<file path="src/rtl/shot_controller.sv">
// Aim/fire controller for a trajectory game: player edits the shot with buttons,
// fires, waits for the trajectory calculator's verdict (or a timeout) and keeps score.
module shot_controller #(
    parameter int MAX_SHOTS = 8,
    parameter int TIMEOUT   = 63
) (
    input  logic       clk,
    input  logic       rst_n,
    input  logic [1:0] sel,
    input  logic       btn_inc,
    input  logic       btn_dec,
    input  logic       btn_fire,
    input  logic       result_valid,
    input  logic       hit,
    input  logic [4:0] positionx,
    output logic [4:0] x_pos,
    output logic [4:0] rise,
    output logic [4:0] run,
    output logic       direction,
    output logic       shoot,
    output logic       busy,
    output logic       game_over,
    output logic       last_hit,
    output logic       timeout_err,
    output logic [3:0] score,
    output logic [3:0] shots_left,
    output logic [4:0] last_x,
    output logic [1:0] dbg_state
);

    typedef enum logic [1:0] {S_IDLE = 2'd0, S_FIRE = 2'd1, S_WAIT = 2'd2, S_OVER = 2'd3} state_t;

    localparam logic [3:0] SHOTS = 4'(MAX_SHOTS);
    localparam logic [7:0] TMO   = 8'(TIMEOUT);

    state_t     r_state;
    logic [4:0] r_x_pos, r_rise, r_run, r_last_x;
    logic [3:0] r_score, r_shots_left;
    logic [7:0] r_cnt;
    logic       r_direction, r_shoot, r_busy, r_game_over, r_last_hit, r_timeout_err;
    logic       r_inc_prev, r_dec_prev, r_fire_prev, r_armed;

    logic       w_inc_edge, w_dec_edge, w_fire_edge, w_edit, w_last_shot;
    logic [7:0] w_cnt_next;

    // r_armed masks the first cycle after reset so a button held through release is not an edge.
    assign w_inc_edge  = r_armed & btn_inc  & ~r_inc_prev;
    assign w_dec_edge  = r_armed & btn_dec  & ~r_dec_prev;
    assign w_fire_edge = r_armed & btn_fire & ~r_fire_prev;
    assign w_edit      = w_inc_edge ^ w_dec_edge;
    assign w_last_shot = (r_shots_left == 4'd1);
    assign w_cnt_next  = r_cnt + 8'd1;

    function automatic logic [4:0] step_sat(input logic [4:0] v, input logic up, input logic [4:0] lo);
        if (up) return (v == 5'd31) ? v : v + 5'd1;
        else    return (v == lo)    ? v : v - 5'd1;
    endfunction

    always_ff @(posedge clk or negedge rst_n) begin
        if (!rst_n) begin
            r_state       <= S_IDLE;
            r_x_pos       <= 5'd16;
            r_rise        <= 5'd1;
            r_run         <= 5'd1;
            r_direction   <= 1'b1;
            r_shoot       <= 1'b0;
            r_busy        <= 1'b0;
            r_game_over   <= 1'b0;
            r_score       <= 4'd0;
            r_shots_left  <= SHOTS;
            r_last_x      <= 5'd0;
            r_last_hit    <= 1'b0;
            r_timeout_err <= 1'b0;
            r_cnt         <= 8'd0;
            r_inc_prev    <= 1'b0;
            r_dec_prev    <= 1'b0;
            r_fire_prev   <= 1'b0;
            r_armed       <= 1'b0;
        end else begin
            r_armed     <= 1'b1;
            r_inc_prev  <= btn_inc;
            r_dec_prev  <= btn_dec;
            r_fire_prev <= btn_fire;
            case (r_state)
                S_IDLE: begin
                    if (w_fire_edge && r_shots_left != 4'd0) begin
                        r_state <= S_FIRE;
                        r_shoot <= 1'b1;
                        r_busy  <= 1'b1;
                    end else if (w_edit) begin
                        case (sel)
                            2'd0:    r_x_pos     <= step_sat(r_x_pos, w_inc_edge, 5'd0);
                            2'd1:    r_rise      <= step_sat(r_rise,  w_inc_edge, 5'd1);
                            2'd2:    r_run       <= step_sat(r_run,   w_inc_edge, 5'd1);
                            default: r_direction <= w_inc_edge;
                        endcase
                    end
                end
                S_FIRE: begin
                    r_state <= S_WAIT;
                    r_shoot <= 1'b0;
                    r_cnt   <= 8'd0;
                end
                S_WAIT: begin
                    r_cnt <= w_cnt_next;
                    // A result arriving on the timeout cycle still wins over the timeout.
                    if (result_valid || w_cnt_next == TMO) begin
                        r_last_hit    <= result_valid & hit;
                        r_timeout_err <= ~result_valid;
                        if (result_valid) r_last_x <= positionx;
                        if (result_valid && hit && r_score != 4'd15) r_score <= r_score + 4'd1;
                        r_shots_left  <= r_shots_left - 4'd1;
                        r_busy        <= 1'b0;
                        r_state       <= w_last_shot ? S_OVER : S_IDLE;
                        r_game_over   <= w_last_shot;
                    end
                end
                S_OVER: begin
                    if (w_fire_edge) begin
                        r_state       <= S_IDLE;
                        r_game_over   <= 1'b0;
                        r_shots_left  <= SHOTS;
                        r_score       <= 4'd0;
                        r_last_hit    <= 1'b0;
                        r_timeout_err <= 1'b0;
                    end
                end
                default: r_state <= S_IDLE;
            endcase
        end
    end

    assign x_pos       = r_x_pos;
    assign rise        = r_rise;
    assign run         = r_run;
    assign direction   = r_direction;
    assign shoot       = r_shoot;
    assign busy        = r_busy;
    assign game_over   = r_game_over;
    assign last_hit    = r_last_hit;
    assign timeout_err = r_timeout_err;
    assign score       = r_score;
    assign shots_left  = r_shots_left;
    assign last_x      = r_last_x;
    assign dbg_state   = r_state;

endmodule

</file>
<file path="config.mk">
export PLATFORM = sky130hd
export DESIGN_NAME = shot_controller
export DESIGN_NICKNAME = d
export VERILOG_FILES = /design/src/rtl/shot_controller.sv
export SDC_FILE = /design/constraint.sdc
export NUM_CORES = 1
export LEC_CHECK = 0
export ABC_AREA = 1
export BUFFER_PORTS_ARGS = -buffer_cell sky130_fd_sc_hd__buf_4
export CORE_MARGIN = 1.5
export CORE_UTILIZATION = 51
export DETAILED_ROUTE_END_ITERATION = 10
export PLACE_DENSITY = 0.87
export SLEW_MARGIN = 15
export SYNTH_ARGS = -nofsm -noshare
export SYNTH_HDL_FRONTEND = slang
export SYNTH_SLANG_ARGS = --single-unit
</file>
<file path="constraint.sdc">
create_clock -name clk -period 1.8 [get_ports clk]
set_input_delay 0.36 -clock clk [delete_from_list [all_inputs] [get_ports clk]]
set_output_delay 0.36 -clock clk [all_outputs]
set_load 0.02 [all_outputs]
</file>
# Word-level counts from Yosys, hierarchy flattened
# Index checks and enable logic that the tools add are counted.
# totals
output_inout_bits,36
inputBits,14
reg_bits,48
wordCells,120
# classes
n_bitwise,14
n_eq_ne,23
add_sub_neg,9
mux,33
reduce_logical,23
# op_table
op,n
two-way mux 5 bit,9
two-way mux 4 bit,5
!= test 2 bit (second input constant),10
AND reduction 6 bit,3
case mux 4 bit (2 select lines),2
case mux 8 bit (2 select lines),1
adder 5 x 1 -> 5 bit (second input constant),3
equality test 5 bit (second input constant),3
subtractor 5 x 1 -> 5 bit (second input constant),3
AND reduction 3 bit,4
equality test 5 x 1 -> 1 bit (second input constant),2
case mux 1 bit (2 select lines),5
adder 8 x 1 -> 8 bit (second input constant),1
equality test 8 x 6 -> 1 bit (second input constant),1
two-way mux 2 bit,4
case mux 2 bit (4 select lines),1
AND reduction 4 bit,2
nonzero test 2 bit,4
bitwise AND 1 bit,7
equality test 2 bit (second input constant),3
two-way mux 1 bit,6
inverter 1 bit,6
logical NOT 5 bit,1
adder 4 x 1 -> 4 bit (second input constant),1
11 further kinds,15

# Longest topological paths before layout
# Gate-level depths: netlist of the first run.
# logic_depth
word_depth,5
ltp_mapped,12
ltp_nobuf,12

# Least setup slack after synthesis of the first run
# Ideal clock, no wire load.
# synth_timing
kind,register -> register
startpoint,register r_armed
endpoint,"register r_x_pos[4], in the netlist x_pos[4]"
setup_slack_ns,-0.109
path_buffers,1
setup_ns,0.081
t_arrival_ns,1.828
period_less_slack_ns,1.909
stages_incl_launch_ff,11
required_ns,1.719
cell_sequence,dfrtp_1 nand3_2 buf_1 ha_1 nand2_1 nand2_1 a21oi_1 xor2_1 nor2_1 nand2_1 nand2_1
# synth_via
elab_chain_len,5
word_cells_on_any_way,13
cone_classes,2 x eq/ne; 1 x mux; 8 x bitwise; 2 x reduce/logical
# synth_rtl
element,line_no,source
start: declaration,41,"logic r_inc_prev, r_dec_prev, r_fire_prev, r_armed;"
start signal: assignment,78,r_armed <= 1'b0;
start signal: assignment,80,r_armed <= 1'b1;
branches (longest 5 deep; another with AND reduction 6 bit),--,
end signal: assignment,92,"2'd0: r_x_pos <= step_sat(r_x_pos, w_inc_edge, 5'd0);"
end: declaration,37,"logic [4:0] r_x_pos, r_rise, r_run, r_last_x;"
# Several ways; the timed one is not identified.
# A chain may end at the register's enable or synchronous reset.

# Worst setup path after layout of the first run
# layout_timing
startpoint,"register r_shots_left[1], in the netlist shots_left[1]"
endpoint,"register r_x_pos[4], in the netlist x_pos[4]"
# layout_via
elab_chain_len,4
# layout_rtl
element,line_no,source
start: declaration,38,"logic [3:0] r_score, r_shots_left;"
start signal: assignment,112,r_shots_left <= r_shots_left - 4'd1;
nonzero test 4 bit,86,if (w_fire_edge && r_shots_left != 4'd0) begin
logical AND 1 bit,86,
inverter 1 bit (no source line),--,
AND reduction 6 bit (no source line),--,
# No other way between the ends.

==> results of run 1 <==
[worst paths after layout]
path                                      startpoint              endpoint  slack (ns)  cells after the start
setup / recovery           shots_left[1]$_DFFE_PN0P_  x_pos[4]$_DFFE_PN1P_        0.07                      9
hold / removal                                 rst_n     shoot$_DFFE_PN0P_        0.05                      1
setup reg to reg           shots_left[1]$_DFFE_PN0P_  x_pos[4]$_DFFE_PN1P_        0.07                      9
hold reg to reg                 last_hit$_DFFE_PN0P_  last_hit$_DFFE_PN0P_        0.49                      2
max in group asynchronous                      rst_n  r_cnt[2]$_DFFE_PN0P_        1.33                      1
min in group clk                             btn_dec  r_dec_prev$_DFF_PN0_        0.16                      1
[placed cells by master, fill, tap and decap left out, drive strengths merged]
| cell type | count |
|---|---|
| clkinvlp | 2 |
| a21oi | 7 |
| fa | 1 |
| nor3 | 5 |
| conb | 1 |
| or2 | 1 |
| o22ai | 4 |
| dfstp | 5 |
| a2bb2oi | 1 |
| nor3b | 1 |
| buf | 69 |
| nand2 | 93 |
| inv | 44 |
| xor2 | 11 |
| xnor2 | 6 |
| mux2 | 5 |
| o21bai | 1 |
| nand3b | 1 |
| a21o | 1 |
| ha | 20 |
| o31ai | 1 |
| nor2 | 32 |
| and3 | 1 |
| nand4 | 17 |
| nor4 | 1 |
| clkbuf | 6 |
| o21ai | 23 |
| nand3 | 25 |
| dfrtp | 43 |
[flip-flops by register name (all words and copies together), names as in the netlist, 2 cells and up]
signal	cells
r_cnt	8
run	5
score	4
rise	5
x_pos	5
dbg_state	2
shots_left	4
last_x	5
[per-stage QoR]
step / util / hold WS (ns)
floorplan: - / 0.0644
global placement: 0.623 / 0.407
detailed placement: 0.623 / 0.406
CTS: 0.644 / 0.0703
global route: 0.673 / 0.0907
finish: 0.673 / 0.0475
[what timing repair did]
item                                    in CTS  in global routing
buffers inserted                             2                  5
pin swaps                                    1                 15
endpoints found under the setup margin       7                 26
gates resized for setup                      0                 40
hold buffers                                 0                  0
cloned                                       0                  1
[layout make-up]
class	instances	area, sq um	area share
multi-input combinational	259	1610	0.435
sequential	48	1210	0.327
timing repair buffer	69	529	0.143
inverter	44	165	0.0446
tap	72	90.1	0.0243
clock buffer	6	82.6	0.0223
clock inverter	2	15.0	0.00405
[per-layer routing]
layer / up-vias / global-route usage
met5: - / 0
met4: 0 / 0.0661
li1: 1304 / -
met3: 13 / 0.0442
met1: 1273 / 0.276
met2: 80 / 0.387
[where the power goes]
part	switching, mW	internal [mW]
clock	0.378	0.311
sequential	0.235	1.27
combinational	0.869	0.683
total	1.48	2.27
[kinds of logic (layout without fill, tap and decap cells)]
logic type / count (synthesis) / in the layout / share of synthesized area
other: 1 / 1 / 0.00129
XOR/XNOR: 17 / 17 / 0.0512
buffers and inverters: 49 / 121 / 0.0675
flip-flops: 48 / 48 / 0.415
adder cells (fa/ha/maj): 21 / 21 / 0.0929
multiplexers: 5 / 5 / 0.0194
AND/OR/NAND/NOR: 176 / 177 / 0.277
AO/OA/AOI/OAI: 38 / 38 / 0.0761
==> impl_metrics.env, run 1 <==
export IMPL_rows=27
export IMPL_crit_family="simple AND/OR/NAND/NOR gates"
export IMPL_finalMaxSlewViolations=0
export IMPL_cap_violations=0
export IMPL_drc_errors=0
export IMPL_critPathRequiredTime_ns=2.05
export IMPL_die_y_um=78.5
export IMPL_worstMarginPinSlew_ns=0.598
export IMPL_port_buffers=49
export IMPL_status="complete, no violations"
export IMPL_met3WireLength_um=324
export IMPL_ios=50
export IMPL_slew_headroom=0.602
export IMPL_clk_pin_slew_ns=0.09
export IMPL_routedLengthMet1_um=2980
export IMPL_clk_insertion_delay_late_ns=0.31
export IMPL_synth_top_cell_by_area="dfrtp_1"
export IMPL_setup_viol=0
export IMPL_slowest_delay_ns=0.38
export IMPL_grt_overflow_total=0
export IMPL_grt_setup_unrepaired="yes"
export IMPL_ys_types=39
export IMPL_vias_per_cell=5.34
export IMPL_endpoint_kind="flip-flop"
export IMPL_cp_arrival_ns=1.98
export IMPL_power_mw=3.75
export IMPL_synth_area_sq_um=2910
export IMPL_drive_above_1_share=0.311
export IMPL_ir_worst_vdd_uv=880
export IMPL_yosysSeqAreaShare=0.415
export IMPL_worstSetupStartpointType="flip-flop"
export IMPL_crit_type="reg2reg"
export IMPL_grt_pass1_wl_um=11000
export IMPL_antenna_cells=0
export IMPL_synth_edf_count=0
export IMPL_synthFlopType="dfrtp_1"
export IMPL_track_usage=0.222
export IMPL_synth_nets=390
export IMPL_yosysMostFrequentCell="nand2_1"
export IMPL_hold_class="in2async"
export IMPL_grt_max_degree=49
export IMPL_core_area_sq_um=5510
export IMPL_clkSinkCount=48
export IMPL_cts_tree="done"
export IMPL_met2WireLength_um=3460
export IMPL_fin_cells=500
export IMPL_fill_cells=443
export IMPL_cts_made_buffers=5
export IMPL_ant_nets=0
export IMPL_drt_wl_total_um=6900
export IMPL_yosys_area_top_type_share=0.370
export IMPL_initial_utilization=0.528
export IMPL_gp_congestion=0.967
export IMPL_final_cell_area_sq_um=3700
export IMPL_cp_buffers_inverters=2
export IMPL_grt_pass1_vias=2462
export IMPL_synthToLayoutAreaGrowth_pct=27.4
export IMPL_antenna_found_initial=0
export IMPL_fmax_mhz=577
export IMPL_cp_max_fo=9
export IMPL_die_w_um=78.5
export IMPL_wl_per_cell_um=13.8
export IMPL_dp_worst_setup_slack_ns=0.0586
export IMPL_dpl_cell_area_sq_um=3430
export IMPL_cts_htree_levels=2
export IMPL_crit_chain="inv_1 -> ha_2 -> nand2_1 -> nand2_2 -> inv_1 -> nor2_2 -> nand4_2 -> o21ai_0 -> nand2_1"
export IMPL_ys_warn_count=0
export IMPL_synth_seq_cells=48
export IMPL_dr_max_layer_used="met4"
export IMPL_hold_viol=0
export IMPL_root_buffer="clkbuf_8"
export IMPL_fin_ws_ns=0.0674
export IMPL_synth_cells=355
export IMPL_power_leakage_nw=1.85
export IMPL_powerDensity_nw_per_um2=1010
export IMPL_num_vias=2670
export IMPL_synth_common_cells="nand2_1 (91), dfrtp_1 (43), inv_1 (43)"
export IMPL_dp_cells=484
export IMPL_cp_slowest_cell="dfrtp_1"
export IMPL_netlist_top_cells_area="dfrtp_1 (37%), nand2_1 (12%), ha_1 (8.6%), inv_1 (5.5%), dfstp_2 (4.5%)"
export IMPL_first_iter_violations=114
export IMPL_synth_async_reset_ratio=1.00
export IMPL_min_period_over_period=0.963
export IMPL_firstDrtPassIters=5
export IMPL_clock_path_buffers=2
export IMPL_die_area_sq_um=6170
export IMPL_fin_setup_tns_ns=0
export IMPL_finalCriticalPeriod_ns=1.73
export IMPL_finClkSkew_ns=0.00952
export IMPL_hpwl_um=4760
export IMPL_fin_nets=462
export IMPL_avgSynthCellArea_sq_um=8.19
(Power assumes the default switching activity.)
==> inputs of run 2 (changes only) <==
--- a/config.mk
+++ b/config.mk
@@ -10,7 +10,7 @@
 export CORE_MARGIN = 1.5
 export CORE_UTILIZATION = 51
 export DETAILED_ROUTE_END_ITERATION = 10
-export PLACE_DENSITY = 0.87
+export PLACE_DENSITY = 0.85
 export SLEW_MARGIN = 15
 export SYNTH_ARGS = -nofsm -noshare
 export SYNTH_HDL_FRONTEND = slang
==> run 2 against run 1 <==
Compared with the run above: die area unchanged; sequential power hardly changed; core utilization up 0.55 points; final cell count rose by 0.40%; critical path depth unchanged; flip-flop and latch count did not move; cell area rose by 0.81%; clock skew is 0.0024 ns lower; routed wire length rose by 6.0%; global-route usage increased by 0.64 points; non-clock buffer count rose by 1; first-iteration DRC count is 82% higher; critical endpoint is now rise[1]$_DFFE_PN0P_.
==> impl_metrics.env, run 2 (synthesis gave the netlist of run 1 again) <==
export IMPL_cts_tree="done"
export IMPL_hpwl_um=5100
export IMPL_track_usage=0.228
export IMPL_clk_pin_slew_ns=0.09
export IMPL_status="complete, no violations"
export IMPL_power_mw=3.95
export IMPL_cap_violations=0
export IMPL_cp_arrival_ns=1.95
export IMPL_critPathRequiredTime_ns=2.00
export IMPL_cp_buffers_inverters=3
export IMPL_cp_max_fo=8
export IMPL_die_w_um=78.5
export IMPL_regMostFlops="r_cnt"
export IMPL_cts_htree_levels=2
export IMPL_dp_cells=484
export IMPL_power_leakage_nw=1.87
export IMPL_finClkSkew_ns=0.00710
export IMPL_num_vias=2743
export IMPL_grt_pass1_vias=2516
export IMPL_ir_worst_vdd_uv=979
export IMPL_endpoint_kind="flip-flop"
export IMPL_worstSetupStartpointType="flip-flop"
export IMPL_fin_nets=464
export IMPL_slowest_delay_ns=0.47
export IMPL_firstDrtPassIters=4
export IMPL_vias_per_cell=5.46
export IMPL_fin_setup_tns_ns=0
export IMPL_crit_chain="inv_2 -> ha_2 -> inv_1 -> nor3_1 -> nand2_1 -> nor2_4 -> inv_2 -> nand2_1 -> o21ai_1"
export IMPL_die_area_sq_um=6170
export IMPL_final_cell_mix="nand2_1 (86), buf_4 (67), inv_1 (40), dfrtp_1 (39), nor2_1 (25)"
export IMPL_crit_family="simple AND/OR/NAND/NOR gates"
export IMPL_fmax_mhz=571
export IMPL_grt_overflow_total=0
export IMPL_cp_slowest_cell="dfrtp_2"
export IMPL_hold_viol=0
export IMPL_final_common_cell="nand2_1"
export IMPL_powerDensity_nw_per_um2=1060
export IMPL_antenna_found_initial=0
export IMPL_synthToLayoutAreaGrowth_pct=28.4
export IMPL_finalCriticalPeriod_ns=1.75
export IMPL_largest_register_ff_count=8
export IMPL_ant_nets=0
export IMPL_min_period_over_period=0.973
export IMPL_clock_path_buffers=2
export IMPL_grt_max_degree=49
export IMPL_drt_wl_total_um=7320
export IMPL_drc_errors=0
export IMPL_die_y_um=78.5
export IMPL_port_buffers=49
export IMPL_core_area_sq_um=5510
export IMPL_clkSinkCount=48
export IMPL_grt_setup_unrepaired="yes"
export IMPL_setup_viol=0
export IMPL_wl_per_cell_um=14.6
export IMPL_drive_above_1_share=0.291
export IMPL_cts_made_buffers=5
export IMPL_gp_congestion=0.866
export IMPL_fin_cells=502
export IMPL_clk_insertion_delay_late_ns=0.30
export IMPL_grt_pass1_wl_um=11200
export IMPL_rows=27
export IMPL_hold_class="in2async"
export IMPL_ios=50
export IMPL_slew_headroom=0.602
export IMPL_root_buffer="clkbuf_8"
export IMPL_finalMaxSlewViolations=0
export IMPL_crit_type="reg2reg"
export IMPL_worstMarginPinSlew_ns=0.598
export IMPL_fin_hold_ws_ns=0.0590
export IMPL_antenna_cells=0
export IMPL_fill_cells=432
export IMPL_first_iter_violations=207
export IMPL_initial_utilization=0.528
-- run 2: cell types whose count changed in the layout (fill, tap and decap cells not counted), sizes merged --
cell and change:
clkinv +1, clkinvlp -1, nand4 +1, buf +1, clkbuf -1, bufinv +1
-- run 2: worst reg2reg max path, cell delays in order (launching register included) --
cell	delay (ns)
dfrtp_2	0.47
inv_2	0.10
ha_2	0.20
inv_1	0.11
nor3_1	0.25
nand2_1	0.13
nor2_4	0.22
inv_2	0.06
nand2_1	0.05
o21ai_1	0.05
-- run 2: per-layer routing --
metal,GRT usage,part of all wire,wire (um),vias up
li1,-,-,-,1309
met3,0.0384,0.045,328,20
met5,0,0,0,-
met2,0.404,0.52,3790,83
met4,0.0893,0.024,172,0
met1,0.274,0.41,3020,1331
-- run 2: final timing paths --
path | cells after the start | end | slack [ns] | start
max in group asynchronous | 1 | r_armed$_DFF_PN0_ | 1.31 | rst_n
min in group clk | 1 | r_dec_prev$_DFF_PN0_ | 0.18 | btn_dec
worst max-delay path | 9 | rise[1]$_DFFE_PN0P_ | 0.05 | dbg_state[1]$_DFFE_PN0P_
worst min register to register | 2 | timeout_err$_DFFE_PN0P_ | 0.48 | timeout_err$_DFFE_PN0P_
worst min-delay path | 1 | last_x[2]$_DFFE_PN0P_ | 0.06 | rst_n
worst max register to register | 9 | rise[1]$_DFFE_PN0P_ | 0.05 | dbg_state[1]$_DFFE_PN0P_
-- run 2: cell type report --
class,count,area (sq um),area share
clock buffers,5,68.8,0.0184
inverters,44,165,0.0442
multi-input cells,260,1620,0.434
flip-flops and latches,48,1210,0.325
well taps,72,90.1,0.0241
repair buffers,70,537,0.144
clock inverters,3,42.5,0.0114
-- run 2: repair_timing --
item | CTS | global route
buffers inserted | 0 | 8
gates resized for setup | 1 | 33
pin swaps | 0 | 19
hold buffers | 0 | 0
endpoints found under the setup margin | 2 | 23
gates cloned | 0 | 2
-- run 2: where the power goes --
part | switching, mW | leakage (nW) | total (mW) | internal, mW
logic | 0.903 | 1.20 | 1.65 | 0.749
clock network | 0.382 | 0.0541 | 0.794 | 0.412
registers | 0.229 | 0.613 | 1.50 | 1.27
-- run 2: metrics by stage --
step                       util  setup slack, ns  instance area (sq um)
after floorplan               -           0.0174                   2910
after global placement    0.623           0.0735                   3430
after detailed placement  0.623          -0.0329                   3430
after CTS                 0.644           0.0157                   3550
after global routing      0.678           -0.152                   3730
final                     0.678           0.0479                   3730
